===== src/rtl/pipe_stage_reg_if.sv =====
// Handshake bundle between two pipeline stages. The master side drives the
// upstream beat and downstream ready; the slave side is the stage register.
interface pipe_stage_reg_if #(
  parameter int DATA_WIDTH = 16,
  parameter int CTRL_WIDTH = 32,
  parameter int CNT_WIDTH  = 16
);
  logic                  in_valid;
  logic                  in_ready;
  logic [DATA_WIDTH-1:0] in_data;
  logic [CTRL_WIDTH-1:0] in_ctrl;
  logic                  flush;
  logic                  out_valid;
  logic                  out_ready;
  logic [DATA_WIDTH-1:0] out_data;
  logic [CTRL_WIDTH-1:0] out_ctrl;
  logic [CNT_WIDTH-1:0]  stall_count;

  modport master (
    output in_valid, in_data, in_ctrl, flush, out_ready,
    input  in_ready, out_valid, out_data, out_ctrl, stall_count
  );

  modport slave (
    input  in_valid, in_data, in_ctrl, flush, out_ready,
    output in_ready, out_valid, out_data, out_ctrl, stall_count
  );
endinterface


===== src/rtl/pipe_stage_reg.sv =====
// Generic pipeline stage register: main + skid entry, registered in_ready,
// synchronous flush, NOP-gated control on bubbles and a saturating stall counter.
module pipe_stage_reg #(
  parameter int DATA_WIDTH = 16,
  parameter int CTRL_WIDTH = 32,
  parameter int CNT_WIDTH  = 16
) (
  input logic clk,
  input logic reset,
  pipe_stage_reg_if.slave bus
);

  typedef enum logic [1:0] {EMPTY, ONE, FULL} state_t;

  state_t                state_q, state_d;
  logic                  in_ready_q, in_ready_d;
  logic [DATA_WIDTH-1:0] main_data_q, main_data_d, skid_data_q, skid_data_d;
  logic [CTRL_WIDTH-1:0] main_ctrl_q, main_ctrl_d, skid_ctrl_q, skid_ctrl_d;
  logic [CNT_WIDTH-1:0]  stall_q, stall_d;
  logic                  out_valid;
  logic                  in_fire;
  logic                  out_fire;

  function automatic logic [CNT_WIDTH-1:0] sat_inc(input logic [CNT_WIDTH-1:0] v);
    return (&v) ? v : v + {{(CNT_WIDTH-1){1'b0}}, 1'b1};
  endfunction

  assign out_valid = (state_q != EMPTY);
  assign in_fire   = bus.in_valid & in_ready_q;
  assign out_fire  = out_valid & bus.out_ready;

  always_comb begin
    state_d     = state_q;
    main_data_d = main_data_q;
    main_ctrl_d = main_ctrl_q;
    skid_data_d = skid_data_q;
    skid_ctrl_d = skid_ctrl_q;
    case (state_q)
      EMPTY: begin
        if (in_fire) begin
          main_data_d = bus.in_data;
          main_ctrl_d = bus.in_ctrl;
          state_d     = ONE;
        end
      end
      ONE: begin
        if (in_fire && out_fire) begin
          main_data_d = bus.in_data;
          main_ctrl_d = bus.in_ctrl;
        end else if (out_fire) begin
          state_d = EMPTY;
        end else if (in_fire) begin
          skid_data_d = bus.in_data;
          skid_ctrl_d = bus.in_ctrl;
          state_d     = FULL;
        end
      end
      FULL: begin
        // in_ready is low here, so only the drain path can move
        if (out_fire) begin
          main_data_d = skid_data_q;
          main_ctrl_d = skid_ctrl_q;
          state_d     = ONE;
        end
      end
      default: state_d = EMPTY;
    endcase
    if (bus.flush) state_d = EMPTY;
    in_ready_d = (state_d != FULL);
    stall_d    = (out_valid && !bus.out_ready) ? sat_inc(stall_q) : stall_q;
  end

  always_ff @(posedge clk or posedge reset) begin
    if (reset) begin
      state_q     <= EMPTY;
      in_ready_q  <= 1'b0;
      main_data_q <= '0;
      main_ctrl_q <= '0;
      skid_data_q <= '0;
      skid_ctrl_q <= '0;
      stall_q     <= '0;
    end else begin
      state_q     <= state_d;
      in_ready_q  <= in_ready_d;
      main_data_q <= main_data_d;
      main_ctrl_q <= main_ctrl_d;
      skid_data_q <= skid_data_d;
      skid_ctrl_q <= skid_ctrl_d;
      stall_q     <= stall_d;
    end
  end

  assign bus.in_ready    = in_ready_q;
  assign bus.out_valid   = out_valid;
  assign bus.out_data    = main_data_q;
  assign bus.out_ctrl    = out_valid ? main_ctrl_q : '0;
  assign bus.stall_count = stall_q;

endmodule


===== src/flat_wrapper.sv =====
// flat-port wrapper written by rule: the top's interface ports become plain ports
module pipe_stage_reg_flat 
#(
  parameter int DATA_WIDTH = 16,
  parameter int CTRL_WIDTH = 32,
  parameter int CNT_WIDTH  = 16
)
  (clk, reset, bus_in_valid, bus_in_data, bus_in_ctrl, bus_flush, bus_out_ready, bus_in_ready, bus_out_valid, bus_out_data, bus_out_ctrl, bus_stall_count);
  pipe_stage_reg_if #(.DATA_WIDTH(DATA_WIDTH), .CTRL_WIDTH(CTRL_WIDTH), .CNT_WIDTH(CNT_WIDTH)) bus_i ();
  input logic clk;
  input logic reset;
  input wire logic [$bits(bus_i.in_valid)-1:0] bus_in_valid;
  input wire logic [$bits(bus_i.in_data)-1:0] bus_in_data;
  input wire logic [$bits(bus_i.in_ctrl)-1:0] bus_in_ctrl;
  input wire logic [$bits(bus_i.flush)-1:0] bus_flush;
  input wire logic [$bits(bus_i.out_ready)-1:0] bus_out_ready;
  output wire logic [$bits(bus_i.in_ready)-1:0] bus_in_ready;
  output wire logic [$bits(bus_i.out_valid)-1:0] bus_out_valid;
  output wire logic [$bits(bus_i.out_data)-1:0] bus_out_data;
  output wire logic [$bits(bus_i.out_ctrl)-1:0] bus_out_ctrl;
  output wire logic [$bits(bus_i.stall_count)-1:0] bus_stall_count;
  assign bus_i.in_valid = bus_in_valid;
  assign bus_i.in_data = bus_in_data;
  assign bus_i.in_ctrl = bus_in_ctrl;
  assign bus_i.flush = bus_flush;
  assign bus_i.out_ready = bus_out_ready;
  assign bus_in_ready = bus_i.in_ready;
  assign bus_out_valid = bus_i.out_valid;
  assign bus_out_data = bus_i.out_data;
  assign bus_out_ctrl = bus_i.out_ctrl;
  assign bus_stall_count = bus_i.stall_count;
  pipe_stage_reg #(.DATA_WIDTH(DATA_WIDTH), .CTRL_WIDTH(CTRL_WIDTH), .CNT_WIDTH(CNT_WIDTH)) u_core (.clk(clk), .reset(reset), .bus(bus_i));
endmodule

===== config.mk =====
export PLATFORM = sky130hd
export DESIGN_NAME = pipe_stage_reg_flat
export DESIGN_NICKNAME = d
export VERILOG_FILES = /design/src/rtl/pipe_stage_reg_if.sv /design/src/rtl/pipe_stage_reg.sv /design/src/flat_wrapper.sv
export SDC_FILE = /design/constraint.sdc
export NUM_CORES = 1
export LEC_CHECK = 0
export CELL_PAD_IN_SITES_DETAIL_PLACEMENT = 1
export CELL_PAD_IN_SITES_GLOBAL_PLACEMENT = 1
export CORE_UTILIZATION = 44
export CTS_BUF_LIST = sky130_fd_sc_hd__clkbuf_2 sky130_fd_sc_hd__clkbuf_4 sky130_fd_sc_hd__clkbuf_8
export DETAILED_ROUTE_END_ITERATION = 16
export PLACE_DENSITY_LB_ADDON = 0.1
export SYNTH_ARGS = -nofsm -noshare
export SYNTH_HDL_FRONTEND = slang
export SYNTH_SLANG_ARGS = --single-unit

===== constraint.sdc =====
create_clock -name clk -period 5.9 [get_ports clk]
set_input_delay 1.18 -clock clk [delete_from_list [all_inputs] [get_ports clk]]
set_output_delay 1.18 -clock clk [all_outputs]
set_load 0.1 [all_outputs]

[Word level (Yosys, flattened, before mapping)]
Cells that the tools add are included.
Operators by class
  $add $sub $neg: 1
  equality and inequality tests: 6
  multiplexer cells: 16
  bitwise operators: 5
  reductions and logical operators: 10
Operator list (count)
  32-bit two-way mux: 4
  32-bit case mux with 3 select lines: 1
  16-bit two-way mux: 3
  16-bit case mux with 3 select lines: 1
  16-bit by 1-bit adder with 16-bit output (second input constant): 1
  16-bit AND reduction: 1
  2-bit two-way mux: 6
  4-bit AND reduction: 2
  2-bit by 1-bit != test with 1-bit output (second input constant): 3
  2-bit case mux with 3 select lines: 1
  1-bit NOT: 3
  3-bit nonzero test: 1
  1-bit AND: 2
  2-bit by 1-bit equality test with 1-bit output (second input constant): 1
  2-bit equality test (second input constant): 1
  1-bit logical AND: 2
  2-bit zero test: 1
  2-bit != test (second input constant): 1
  2-bit AND reduction: 1
  2-bit nonzero test: 1
  1-bit zero test: 1
Storage, ports and cells
  bits in registers: 115

[Logic depth before layout (Yosys ltp)]
  depth in word-level cells: 7
  gate-level depth with buffers: 6

[Worst setup path before layout]
No wires, ideal clock.
  kind: register -> output
  start: register u_core.state_q[1]
  end: output port bus_out_ctrl[10]
  data arrival time: 2.160 ns
  required time: 4.720 ns
  path slack: 2.560 ns
  stages on the path, launching flop included: 5
  path buffers: 2
  cell sequence: dfrtp_1 > nor2_1 > buf_2 > clkbuf_1 > nor2b_1
On the way
  word-level cells in the longest chain between the ends: 2
RTL lines
  start, declared: line pipe_stage_reg.sv:15  | state_t state_q, state_d;
  start signal, assigned: line pipe_stage_reg.sv:83  | state_q <= state_d;
  2-bit nonzero test: line pipe_stage_reg.sv:28  | assign out_valid = (state_q != EMPTY);
  32-bit two-way mux: line pipe_stage_reg.sv:96  | assign bus.out_ctrl = out_valid ? main_ctrl_q : '0;
  end, declared: line flat_wrapper.sv:20  | output wire logic [$bits(bus_i.out_ctrl)-1:0] bus_out_ctrl;
No other way between the ends.

[Final worst setup path]
  start: register u_core.state_q[1]
  end: output port bus_out_ctrl[29]
Same word-level chain as after synthesis.

==> impl_metrics.ini <==
[min_path]
hp-class = flip-flop to flip-flop

[clocking]
clkTransAtPathRegs_ns = 0.07
clk_latency_ns = 0.45
cts_buffers = 17
cts_tree = done
clkSinkCount = 115
cts-root-buf = clkbuf_8
cts_resized = 0
htree_levels = 4
postCtsSetupBuffers = 0
clockBufferDepth = 2
ctsHoldBuffers = 0

[floorplanning]
die-area_um2 = 12100
start_util_pct = 45.1
die_h_um = 110
ios = 119
die_x_um = 110
core_area_um2 = 11400
rows = 39

[yosys]
synth_seq_cells = 115
yosys_warnings = 0
synth.area.top_cells = dfrtp_1 (56%), mux2_2 (11%), mux2i_1 (9.4%), a21oi_1 (4.8%), nor2b_1 (4.0%)
netlist_top_cells_count = dfrtp_1 (115), nor2_1 (52), a21oi_1 (49), mux2_2 (49), mux2i_1 (48)
ys.flop_type = dfrtp_1
async_flop_share_pct = 100
synth_area_per_cell_um2 = 11.8
syn_inst = 433
synth.most_common_cell = dfrtp_1
synth_edf_count = 0
yosysSeqAreaShare_pct = 56.1
syn_nets = 487
syn_area_um2 = 5130
synth_top_area_cell = dfrtp_1
synth_cell_types = 31
synth.top_cell.area_share_pct = 56.1

[grt]
antenna_found_initial = 0
grt_pass1_vias = 3870
grt_pass1_wl_mm = 19.3
grt_max_degree = 83
grt_overflow = 0
grt_util_all_layers_pct = 21.7

[final_layout]
fin_area_um2 = 6880
regArea_um2 = 2880
layout.nets = 600
syn2layout_area_growth_pct = 34.2
diodes = 0
nFillCells = 1199
multi_input_area_um2 = 2150
drive_gt1_share_pct = 16.8

[timing]
final.setup.tns_ns = 0
fin_crit_ns = 4.08
fin_crit_sh_pct = 69.1
setup_violations = 0
maxSlewHeadroom_pct = 32.2
rsz0062_at_grt = false
finalClockSkew_ns = 0.0115
finalHoldViolations = 0
slew_viol_final = 0
fmax_mhz = 245
worstMarginPinSlew_ns = 1.01

[pwr]
peakVddDrop_mv = 0.239
sw_frac_of_total_pct = 38.1
p_switching_w = 0.00109
p_int_w = 0.00177
pwr-share-clk_pct = 28.8
power.leakage_nw = 3.13
power_density_nw_per_um2 = 415
combPwrFrac_pct = 33.1
pwr-share-seq_pct = 38.1

[setup_path]
end_kind = output pin
crit_required_ns = 4.72
critPathMaxFanout = 38
worst-endpoint-arrival_ns = 2.90
r2r_slack_ns = 3.52
path_class = flip-flop to output pin
start_kind = flip-flop

[detailed_routing]
drt_iter0_drc = 120
ant_nets = 0
wire_per_inst_um = 17.1
wirelength_mm = 12.0
via_per_inst = 5.24
vias = 3679
dr.pass1.iters = 5
drc = 0

[placement]
dp_hpwl_mm = 7.79
place_congestion = 0.719
io_buffer_count = 118
placed_area_um2 = 6430

[outcome]
status = completed

[run]
cap_violations = 0
==> layout by cell type (no fill, tap or decap), types with 6 or more instances in the layout <==
cell type,n
nor3_1,6
nor2b_1,33
nor2_1,50
clkdlybuf4s50_1,118
mux2_2,49
mux2i_1,48
dfrtp_1,115
clkbuf_8,21
a21oi_1,49
xor2_1,14
==> layer usage <==
layer,vias up,part of all wire (%),global-route usage (%)
met2,84,52,37.1
met4,0,1.5,8.57
met1,1854,42,25.2
met3,16,4.9,6.99
met5,-,0,0
li1,1725,-,-
==> final timing paths <==
check | startpoint | to | cells past startpoint
max reg2reg | u_core.state_q[1] | u_core.skid_ctrl_q[27] | 4
min reg2reg | u_core.bus.stall_count[14] | u_core.bus.stall_count[14] | 1
max | u_core.state_q[1] | bus_out_ctrl[29] | 3
min | u_core.bus.stall_count[14] | u_core.bus.stall_count[14] | 1
min in group asynchronous | reset | u_core.skid_data_q[10] | 2
max in group asynchronous | reset | u_core.state_q[0] | 3
==> flip-flops by register name, indices dropped and copies added, names as in the netlist <==
register,flops
u_core.bus.in_ready,1
u_core.bus.out_data,16
u_core.bus.stall_count,16
u_core.main_ctrl_q,32
u_core.skid_ctrl_q,32
u_core.skid_data_q,16
u_core.state_q,2
==> final cells by class <==
cell class | count | area share, %
clock buffers | 22 | 4.31
clock inverters | 10 | 2.22
inverters | 4 | 0.255
multi-input cells | 286 | 31.2
flip-flops and latches | 115 | 41.8
well taps | 143 | 2.60
repair buffers | 122 | 17.6
==> power by group through the flow <==
stage | sequential, W | clock (W) | combinational (W)
after global placement | 0.00109 | 0 | 0.000934
after global routing | 0.00111 | 0.000872 | 0.000995
final | 0.00109 | 0.000822 | 0.000945
after CTS | 0.00109 | 0.000841 | 0.000955
after floorplan | 0.00136 | 0 | 0.000436
after detailed placement | 0.00110 | 0 | 0.000952
==> worst max-delay path, cell delays in order, from the launching register on <==
cell and delay (ns):
dfrtp_1 0.50, nor2_4 0.77, nor2b_1 0.16, clkdlybuf4s50_1 1.01
==> cells by family (layout without fill, tap and decap cells) <==
| group | after synthesis | in the layout | share of synthesized area (%) |
|---|---|---|---|
| xor gates and xnor gates | 16 | 16 | 2.73 |
| buffers and inverters | 32 | 158 | 2.64 |
| and+or+nand+nor | 120 | 120 | 12.6 |
| AOI/OAI and AO/OA | 52 | 52 | 5.49 |
| muxes | 97 | 97 | 20.1 |
| DFF | 115 | 115 | 56.1 |
| adders and majority gates | 1 | 1 | 0.244 |
==> metrics by stage <==
step                      worst slack [ns]  instances  total power, W  hold WS (ns)  utilization, %
after global placement                2.24        670         0.00202         0.485            56.6
after CTS                             1.75        702         0.00289         0.509            60.5
after floorplan                       1.68        433         0.00180         0.480               -
after global routing                  1.62        702         0.00298         0.521            60.5
final                                 1.82        702         0.00285         0.499            60.5
after detailed placement              2.22        670         0.00205         0.495            56.6
Power figures use the tool's default switching activity.
